==> src/rtl/trng_serial_tx.sv <==
// TRNG serial back end: byte FIFO feeding an 8N1 UART transmitter gated by host RTS.
// Frames start only when the FIFO holds data and the synchronised RTS is asserted.
module trng_serial_tx #(
  parameter int unsigned BAUD_DIV = 96,
  parameter int unsigned FIFO_AW  = 4
) (
  input  logic               i_clk,
  input  logic               i_reset,
  input  logic [7:0]         i_dat,
  input  logic               i_dat_valid,
  output logic               o_dat_ready,
  input  logic               i_serial_rts_n,
  output logic               o_serial_data,
  output logic [3:0]         o_dat_cnt,
  output logic [FIFO_AW:0]   o_fifo_level,
  output logic               o_busy
);

  localparam logic [1:0] StIdle  = 2'd0;
  localparam logic [1:0] StStart = 2'd1;
  localparam logic [1:0] StData  = 2'd2;
  localparam logic [1:0] StStop  = 2'd3;
  localparam logic [15:0] BitLast = 16'(BAUD_DIV - 1);

  logic [7:0]         mem_q [2**FIFO_AW];
  logic [FIFO_AW-1:0] wr_ptr_q;
  logic [FIFO_AW-1:0] rd_ptr_q;
  logic [FIFO_AW:0]   level_q;
  logic [FIFO_AW:0]   level_d;
  logic               rts_meta_q;
  logic               rts_sync_q;
  logic [1:0]         state_q;
  logic [1:0]         state_d;
  logic [15:0]        timer_q;
  logic [15:0]        timer_d;
  logic [2:0]         bit_idx_q;
  logic [2:0]         bit_idx_d;
  logic [7:0]         shift_q;
  logic [7:0]         shift_d;
  logic               line_q;
  logic               line_d;
  logic [3:0]         cnt_q;
  logic [3:0]         cnt_d;
  logic               full;
  logic               empty;
  logic               go;
  logic               push;
  logic               pop;
  logic               bit_end;

  // Level never exceeds the depth, so its MSB alone marks the full condition.
  assign full    = level_q[FIFO_AW];
  assign empty   = (level_q == '0);
  assign go      = ~empty & ~rts_sync_q;
  assign push    = i_dat_valid & o_dat_ready;
  assign bit_end = (timer_q == BitLast);

  // The line is registered from the next state so it changes on the same edge as the FSM.
  always_comb begin
    state_d   = state_q;
    timer_d   = timer_q;
    bit_idx_d = bit_idx_q;
    shift_d   = shift_q;
    line_d    = line_q;
    cnt_d     = cnt_q;
    pop       = 1'b0;
    case (state_q)
      StIdle: begin
        line_d  = 1'b1;
        timer_d = '0;
        if (go) begin
          pop     = 1'b1;
          shift_d = mem_q[rd_ptr_q];
          state_d = StStart;
          line_d  = 1'b0;
        end
      end
      StStart: begin
        if (bit_end) begin
          timer_d   = '0;
          bit_idx_d = '0;
          state_d   = StData;
          line_d    = shift_q[0];
        end else begin
          timer_d = timer_q + 16'd1;
        end
      end
      StData: begin
        if (bit_end) begin
          timer_d = '0;
          if (bit_idx_q == 3'd7) begin
            state_d = StStop;
            line_d  = 1'b1;
          end else begin
            bit_idx_d = bit_idx_q + 3'd1;
            shift_d   = {1'b0, shift_q[7:1]};
            line_d    = shift_q[1];
          end
        end else begin
          timer_d = timer_q + 16'd1;
        end
      end
      StStop: begin
        if (bit_end) begin
          timer_d = '0;
          cnt_d   = cnt_q + 4'd1;
          if (go) begin
            pop     = 1'b1;
            shift_d = mem_q[rd_ptr_q];
            state_d = StStart;
            line_d  = 1'b0;
          end else begin
            state_d = StIdle;
            line_d  = 1'b1;
          end
        end else begin
          timer_d = timer_q + 16'd1;
        end
      end
      default: begin
        state_d = StIdle;
        line_d  = 1'b1;
      end
    endcase
  end

  always_comb begin
    level_d = level_q;
    case ({push, pop})
      2'b10:   level_d = level_q + (FIFO_AW+1)'(1);
      2'b01:   level_d = level_q - (FIFO_AW+1)'(1);
      default: level_d = level_q;
    endcase
  end

  always_ff @(posedge i_clk) begin
    if (push) begin
      mem_q[wr_ptr_q] <= i_dat;
    end
  end

  always_ff @(posedge i_clk) begin
    if (i_reset) begin
      wr_ptr_q   <= '0;
      rd_ptr_q   <= '0;
      level_q    <= '0;
      rts_meta_q <= 1'b1;
      rts_sync_q <= 1'b1;
      state_q    <= StIdle;
      timer_q    <= '0;
      bit_idx_q  <= '0;
      shift_q    <= '0;
      line_q     <= 1'b1;
      cnt_q      <= '0;
    end else begin
      if (push) wr_ptr_q <= wr_ptr_q + FIFO_AW'(1);
      if (pop)  rd_ptr_q <= rd_ptr_q + FIFO_AW'(1);
      level_q    <= level_d;
      rts_meta_q <= i_serial_rts_n;
      rts_sync_q <= rts_meta_q;
      state_q    <= state_d;
      timer_q    <= timer_d;
      bit_idx_q  <= bit_idx_d;
      shift_q    <= shift_d;
      line_q     <= line_d;
      cnt_q      <= cnt_d;
    end
  end

  assign o_dat_ready   = ~full & ~i_reset;
  assign o_serial_data = line_q;
  assign o_dat_cnt     = cnt_q;
  assign o_fifo_level  = level_q;
  assign o_busy        = (state_q != StIdle);

endmodule
==> config.mk <==
export PLATFORM = sky130hd
export DESIGN_NAME = trng_serial_tx
export DESIGN_NICKNAME = d
export VERILOG_FILES = /design/src/rtl/trng_serial_tx.sv
export SDC_FILE = /design/constraint.sdc
export NUM_CORES = 1
export LEC_CHECK = 0
export ABC_AREA = 1
export CAP_MARGIN = 15
export CORE_UTILIZATION = 45
export DETAILED_ROUTE_END_ITERATION = 12
export PLACE_DENSITY = 0.7
export SLEW_MARGIN = 10
export SYNTH_ARGS = -nofsm -noshare
export SYNTH_HDL_FRONTEND = slang
export SYNTH_SLANG_ARGS = --single-unit
==> constraint.sdc <==
create_clock -name i_clk -period 4.4 [get_ports i_clk]
set_input_delay 1.1 -clock i_clk [delete_from_list [all_inputs] [get_ports i_clk]]
set_output_delay 1.1 -clock i_clk [all_outputs]
set_load 0.01 [all_outputs]
# [After elaboration in Yosys (flattened, before gate mapping)]
# Memory sizes are Yosys's and may differ from the RTL's. A register that Yosys moved wholly into a read port is not among the register bits.
# Index checks and enable logic that the tools add are counted.
[op_classes] addsub=7 eq_ne=13 muxes=32 bitwise_logic=7 n_reduce_logical=12
[ops] cell="$mux W8" n=4
[ops] cell="$pmux W16 S2" n=1
[ops] cell="$pmux W8 S3" n=1
[ops] cell="$add A16 B1 Y16 const B" n=1
[ops] cell="$eq A16 B7 Y1 const B" n=1
[ops] cell="$mux W16" n=1
[ops] cell="$add A4 B1 Y4 const B" n=3
[ops] cell="$ne A2 B2 Y1 const B" n=6
[ops] cell="$mux W1" n=10
[ops] cell="$mux W2" n=5
[ops] cell="$pmux W5 S2" n=1
[ops] cell="$mux W3" n=3
[ops] cell="$mux W4" n=2
[ops] cell="$pmux W2 S4" n=1
[ops] cell="$reduce_and A4 Y1" n=2
[ops] cell="$eq A2 B2 Y1 const B" n=3
[ops] cell="$pmux W3 S2" n=1
[ops] cell="$reduce_bool A2 Y1" n=3
[ops] cell="$add A5 B1 Y5 const B" n=1
[ops] cell="$logic_not A5 Y1" n=1
[ops] cell="$reduce_and A5 Y1" n=1
[ops] cell="$sub A5 B1 Y5 const B" n=1
[ops] cell="$eq A2 B1 Y1 const B" n=2
[ops] cell="$not A1 Y1" n=4
[ops] cell="other kinds (10)" n=12
[word_totals] register_bits=49 mem_bits_rw=128 inputBits=12 n_memories=1
[memory_table] name="mem_q" depth=16 word_bits=8 read_ports=1 rd_clocked_by_memory_dff=1 write_ports=1 line="25" rtl="logic [7:0] mem_q [2**FIFO_AW];"

# [Logic depth before layout (Yosys ltp)]
# Gate-level depths: netlist of run 1.
[depth] depth_word=8 depth_mapped=19 depth_no_buf=18

# [Worst setup path before layout of run 1]
# No wires, ideal clock.
[synth_timing] kind="input-to-reg" from="input port i_reset" to="register level_q[2], in the netlist o_fifo_level[2]" setup_ps=115 t_arrival_ps=2817 path_slack_ps=1467 cell_stages=12 path_buffers=2 path_cell_list="buf_2 -> nor2_1 -> nand2_1 -> ha_1 -> clkbuf_1 -> xor2_1 -> ha_1 -> inv_1 -> nand2_1 -> xor2_1 -> o21ai_0 -> inv_1"
[synth_via] elab_chain_cells=5 elab_cells_between_ends=7
[synth_rtl] item="start, declared" line="8" rtl="input logic i_reset,"
[synth_rtl] item="$not A1 Y1 *" line="170" rtl="assign o_dat_ready = ~full & ~i_reset;"
[synth_rtl] item="$and A1 B1 Y1 *" line="170"
[synth_rtl] item="named net o_dat_ready" line="11" rtl="output logic o_dat_ready,"
[synth_rtl] item="$and A1 B1 Y1 *" line="55" rtl="assign push = i_dat_valid & o_dat_ready;"
[synth_rtl] item="$eq A2 B1 Y1 / $eq A2 B2 Y1 (equally long branches)" line="129" rtl="case ({push, pop})"
[synth_rtl] item="$pmux W5 S2 / $reduce_bool A2 Y1 (equally long branches)"
[synth_rtl] item="end signal, assigned" line="158" rtl="level_q <= level_d;"
[synth_rtl] item="end, declared" line="28" rtl="logic [FIFO_AW:0] level_q;"
# Mark *: on every way through the listed nets, which the timed path passes. The rest lies on a longest branch.
# A chain may end at the register's enable or synchronous reset.

# [Worst setup path in the final report of run 1]
[layout_timing] from="input port i_reset" to="output port o_dat_ready"
[layout_via] elab_chain_cells=2
[layout_rtl] item="$not A1 Y1" line="170"
[layout_rtl] item="$and A1 B1 Y1" line="170"
[layout_rtl] item="end, declared" line="11"
# No other way between the ends.

==> flow_metrics.tcl, run 1 <==
set metrics [dict create \
    status "finished, final reports clean" \
    synthMostInstantiatedCell "nor2_1" \
    finalSetupTns_ns 0 \
    dp_hpwl_um 10070 \
    yosys_warnings 0 \
    holdCritStartpoint "rts_meta_q$_SDFF_PP1_" \
    startpoint "i_reset" \
    avgViaCountPerCell 5.296 \
    yosysTopAreaCell "edfxtp_1" \
    final_cell_area_um2 8672 \
    r2r-start "state_q[0]$_SDFFE_PP0P_" \
    syn_nets 781 \
    routed_wire_length_per_instance_um 16.32 \
    leakagePower_uw 0.002966 \
    p_sw_uw 1060 \
    slowest_stage "clkdlybuf4s50_1" \
    yosys.cell_types.count 31 \
    cts.clk_slew.worst_paths_ns 0.07 \
    synth-seq-cells 181 \
    cp_max_fo 2 \
    swShare_pct 26.59 \
    cts_root_buffer "clkbuf_16" \
    path_cells "clkdlybuf4s50_1 > nor2_1 > clkdlybuf4s50_1" \
    post_cts_buffers 0 \
    post_dp_cell_area_um2 8073 \
    ys.flop_type "edfxtp_1" \
    grt_pass1_vias 5049 \
    worstHoldPathType "flip-flop to flip-flop" \
    cp-end-kind "output port" \
    yosysSeqAreaShare_pct 63.94 \
    clockPowerShare_pct 37.6 \
    slowest_delay_ns 0.55 \
    cp_top_family "buffers and inverters" \
    cts_inserted_buffers 17 \
    tightest_slew_ns 0.9057 \
    path_buf_inv 2 \
    whs_ns 0.4095 \
    core-area_um2 16640 \
    rows 47 \
    p_int_uw 2925 \
    drtAntennaViolNets 0 \
    grt_use_total_pct 19.81 \
    worst_setup_path_start_kind "input pin" \
    gp_congestion 0.8543 \
    path_common_cell "clkdlybuf4s50_1" \
    die_h_um 132.6 \
    grt_pass1_wl_um 26060 \
    cap_violations 0 \
    diodes 0 \
    final_nets 796 \
    layout-drive-gt1-share_pct 6.282 \
    syn-cell-area_um2 7671 \
    min_period_over_period_pct 74.85 \
    synthTopCellsByArea "edfxtp_1 50%, dfxtp_1 14%, nor2_1 8.5%, o21ai_0 6.1%, nand2_1 3.4%" \
    die-area_um2 17570 \
    power_frac_seq_pct 48.5 \
    rsz0062_at_grt "false" \
    cts_hold_buffers 0 \
    skew_ns 0.01342 \
    grt-ovfl-total 0 \
    maxSlewHeadroom_pct 39.54 \
    clock_sinks 181 \
    totalWireLength_um 16320 \
    maxClockFrequency_mhz 303.6 \
    area_growth_pct 13.05 \
    io_buffers 23 \
    vias 5296 \
    cts_tree "built" \
    io_pins 24 \
    post_cts_resized 0 \
    fin_crit_ns 3.293 \
    clock_tree.buffer_depth 2 \
    p_per_area_nw_per_um2 459.4 \
    firstDrtPassIters 4 \
    hold_viol_final 0 \
    vdd.ir_drop.worst_mv 0.3404 \
    syn_inst 752 \
    async_flop_share_pct 0 \
    avgSynthCellArea_um2 10.20 \
    synth_edf_count 128 \
    cp.arrival_ns 2.19 \
    combPwrFrac_pct 13.9 \
    grt_max_degree 65 \
    netlist.area_leader.share_pct 50.11 \
    drt_iter0_markers 322 \
    initial_core_util_pct 46.09 \
    antenna_found_initial 0 \
    die_w_um 132.6 \
    final_max_slew_viol_count 0 \
    postLayoutCoreUtil_pct 52.11 \
    finalSetupViolCount 0 \
    post-route-drc-count 0 \
    htree_levels 4 \
    critPathKind "input pin to output port" \
    ys_top_cells_by_count "173 x nor2_1, 128 x edfxtp_1, 94 x o21ai_0" \
    insertion_delay_ns 0.43 \
    required_ns 3.30 \
]
kinds of logic (layout without fill, tap and decap cells):
| group | Yosys count | after routing | share of synthesized area (%) |
|---|---|---|---|
| buf+inv | 80 | 108 | 4.078 |
| simple gates | 296 | 296 | 16.07 |
| xor+xnor | 6 | 6 | 0.6852 |
| fa+ha+maj | 17 | 17 | 2.773 |
| compound gates | 172 | 172 | 12.46 |
| flops | 181 | 181 | 63.94 |
power groups by stage:
| stage | registers [uW] | clock network (uW) | logic [uW] |
|---|---|---|---|
| 2_1_floorplan | 1960 | 0 | 372 |
| 3_3_place_gp | 1980 | 0 | 528 |
| 3_5_place_dp | 1980 | 0 | 534 |
| 4_1_cts | 1950 | 1510 | 538 |
| 5_1_grt | 1940 | 1590 | 629 |
| 6_report | 1930 | 1500 | 553 |
per-stage QoR:
stage / total power (uW) / worst slack, ns / std cells
CTS: 3995 / 1.102 / 999
floorplan: 2329 / 1.467 / 752
detailed placement: 2517 / 1.084 / 967
global route: 4158 / 1.001 / 1000
finish: 3984 / 1.107 / 1000
global placement: 2510 / 1.101 / 967
cells in the final DEF (no fill, tap or decap), types with 4 or more instances in the layout:
cell,synthesis,final
a21oi_1,35,35
o21ai_0,94,94
nor3_1,7,7
nand4_1,6,6
nand2_1,70,70
inv_1,47,47
o211ai_1,28,28
clkbuf_16,0,17
ha_1,17,17
dfxtp_1,53,51
nand3_1,24,24
nor2_1,173,173
nor2_2,4,4
o21ai_1,7,7
o21a_1,4,4
edfxtp_1,128,128
clkdlybuf4s50_1,0,23
or2_2,4,4
final timing paths:
check	depth (start not counted)	end	slack (ns)
max	3	o_dat_ready	1.11
min	1	rts_sync_q$_SDFF_PP1_	0.41
max reg2reg	14	o_fifo_level[4]$_SDFFE_PP0P_	1.66
min reg2reg	1	rts_sync_q$_SDFF_PP1_	0.41
per-layer routing:
metal / vias up / global-route usage, % / share of wire, %
li1: 2632 / - / -
met1: 2505 / 26.05 / 46
met2: 134 / 31.61 / 47
met3: 25 / 5.057 / 5.1
met4: 0 / 7.471 / 1.7
met5: - / 0 / 0
state kept, by name, summed over array words and instances (netlist names), named ones only:
name and flops:
rd_ptr_q 4, rts_sync_q 1, o_serial_data 1, shift_q 8
o_fifo_level 5, mem_q 128, state_q 2, wr_ptr_q 4
rts_meta_q 1, timer_q 16, bit_idx_q 3, o_dat_cnt 4
cell type report:
type | count | area (um2)
fillers | 1442 | 7970
multi-input cells | 491 | 2454
repair buffers | 27 | 272.8
inverters | 49 | 183.9
clock buffers | 20 | 436.7
flip-flops and latches | 181 | 4907
well taps | 220 | 275.3
clock inverters | 12 | 142.6
(Power assumes the default switching activity.)
==> run 2: changes to the inputs <==
--- a/config.mk
+++ b/config.mk
@@ -9,7 +9,7 @@
 export CAP_MARGIN = 15
 export CORE_UTILIZATION = 45
 export DETAILED_ROUTE_END_ITERATION = 12
-export PLACE_DENSITY = 0.7
+export PLACE_DENSITY = 0.73
 export SLEW_MARGIN = 10
 export SYNTH_ARGS = -nofsm -noshare
 export SYNTH_HDL_FRONTEND = slang
==> constraint.sdc (replaced) <==
create_clock -name i_clk -period 2.9 [get_ports i_clk]
set_input_delay 0.725 -clock i_clk [delete_from_list [all_inputs] [get_ports i_clk]]
set_output_delay 0.725 -clock i_clk [all_outputs]
set_load 0.01 [all_outputs]
==> run 2 against run 1 <==
Compared with the run above:
- clock power up 44%
- global-route usage shrank 0.35 points
- final area grew 1.6%
- first-iteration DRC count up 64%
- via count up 1.8%
- utilization is 0.84 points higher
- sequential power increased by 52%
- power rose by 49%
- wire length is 0.64% lower
- critical path depth rose by 1
- register-to-register slack lost 1.3 ns
- critical endpoint is now o_busy
- largest cell class unchanged
==> flow_metrics.tcl, run 2 (synthesis gave the netlist of run 1 again) <==
set metrics [dict create \
    post-route-drc-count 0 \
    vias 5393 \
    antenna_found_initial 0 \
    cp-end-kind "output port" \
    reg2reg_slack_ns 0.36 \
    fin_crit_ns 2.629 \
    cts.clk_slew.worst_paths_ns 0.06 \
    area_growth_pct 14.88 \
    post_cts_buffers 0 \
    grt_use_total_pct 19.46 \
    dp_hpwl_um 10610 \
    drt_iter0_markers 529 \
    largestRegisters "mem_q (128), timer_q (16), shift_q (8)" \
    final_max_slew_viol_count 0 \
    totalWireLength_um 16210 \
    layout-drive-gt1-share_pct 8.761 \
    insertion_delay_ns 0.44 \
    hold_viol_final 0 \
    p_per_area_nw_per_um2 675.2 \
    postLayoutCoreUtil_pct 52.95 \
    finalSetupViolCount 0 \
    routed_wire_length_per_instance_um 15.91 \
    clock_tree.buffer_depth 2 \
    holdCritStartpoint "rts_meta_q$_SDFF_PP1_" \
    cts_hold_buffers 0 \
    cp_max_fo 5 \
    finalSetupTns_ns 0 \
    worstHoldPathType "flip-flop to flip-flop" \
    worst-r2r-cell-count 14 \
    r2r-start "state_q[0]$_SDFFE_PP0P_" \
    tightest_slew_ns 0.9418 \
    htree_levels 4 \
    diodes 0 \
    min_period_over_period_pct 90.66 \
    maxSlewHeadroom_pct 37.13 \
    layout_commonest_cell "nor2_1" \
    cp.arrival_ns 1.90 \
    hold_path_depth 1 \
    min_delay_worst_endpoint "rts_sync_q$_SDFF_PP1_" \
    initial_core_util_pct 46.09 \
    die_w_um 132.6 \
    worst_setup_path_start_kind "flip-flop" \
    required_ns 2.17 \
    clock_sinks 181 \
    cts_root_buffer "clkbuf_16" \
    fillers 1425 \
    path_buf_inv 3 \
    core-area_um2 16640 \
    path_cells "inv_1 > ha_1 > inv_1 > clkdlybuf4s50_1" \
    cap_violations 0 \
    layout_common_cells "173 x nor2_1, 128 x edfxtp_1, 94 x o21ai_0" \
    maxClockFrequency_mhz 380.3 \
    largest_reg_flops 128 \
    cts_tree "built" \
    path_common_cell "inv_1" \
    grt_pass1_wl_um 26000 \
    post_cts_resized 0 \
    gp_congestion 0.8893 \
    cts_inserted_buffers 17 \
    final_nets 816 \
    regMostFlops "mem_q" \
    grt-ovfl-total 0 \
    die_h_um 132.6 \
    critPathKind "flip-flop to output port" \
    io_buffers 23 \
    grt_max_degree 65 \
    firstDrtPassIters 5 \
    slowest_stage "clkdlybuf4s50_1" \
    drtAntennaViolNets 0 \
    vdd.ir_drop.worst_mv 0.4161 \
    grt_pass1_vias 5023 \
    skew_ns 0.009501 \
    worst_r2r_endpoint "o_fifo_level[4]$_SDFFE_PP0P_" \
    cp_top_family "buffers and inverters" \
    io_pins 24 \
    die-area_um2 17570 \
    rsz0062_at_grt "false" \
    status "finished, final reports clean" \
    leakagePower_uw 0.003071 \
    slowest_delay_ns 0.57 \
    avgViaCountPerCell 5.292 \
    rows 47 \
]
==> run 2: worst max-delay path by stage <==
stage	cells past startpoint	end	from	slack [ns]
final	4	o_busy	state_q[0]$_SDFFE_PP0P_	0.27
after global placement	14	o_fifo_level[4]$_SDFFE_PP0P_	i_reset	0.35
after floorplan	12	o_fifo_level[2]$_SDFFE_PP0P_	i_reset	0.34
after global routing	14	o_fifo_level[4]$_SDFFE_PP0P_	state_q[0]$_SDFFE_PP0P_	0.17
after CTS	4	o_busy	state_q[0]$_SDFFE_PP0P_	0.26
after detailed placement	14	o_fifo_level[4]$_SDFFE_PP0P_	i_reset	0.31
==> run 2: per-layer routing <==
metal,GRT usage [%],wire [um]
met3,3.831,885
met1,26.87,7402
met4,7.407,275
met5,0,0
met2,30.38,7651
==> run 2: where the power goes <==
| group | switching (uW) | total [uW] | internal (uW) |
|---|---|---|---|
| sequential | 76.3 | 2930 | 2860 |
| combinational | 543 | 855 | 312 |
| clock | 981 | 2160 | 1180 |
==> run 2: layout make-up <==
| class | instances | area [um2] | share of cell area (%) |
|---|---|---|---|
| inverters | 49 | 183.9 | 2.087 |
| flip-flops and latches | 181 | 4907 | 55.69 |
| well taps | 220 | 275.3 | 3.124 |
| repair buffers | 47 | 435.4 | 4.941 |
| clock inverters | 14 | 131.4 | 1.491 |
| multi-input cells | 491 | 2454 | 27.84 |
| clock buffers | 17 | 425.4 | 4.827 |
==> run 2: per-stage QoR <==
step / area, um2 / std cells / worst slack (ns) / hold slack (ns) / total power, uW
6_report: 8812 / 1019 / 0.2708 / 0.4088 / 5950
5_1_grt: 8812 / 1019 / 0.1730 / 0.4363 / 6193
4_1_cts: 8812 / 1019 / 0.2605 / 0.4109 / 5976
3_5_place_dp: 8255 / 988 / 0.3141 / 0.3954 / 3838
3_3_place_gp: 8255 / 988 / 0.3515 / 0.3925 / 3826
2_1_floorplan: 7671 / 752 / 0.3423 / 0.3895 / 3534
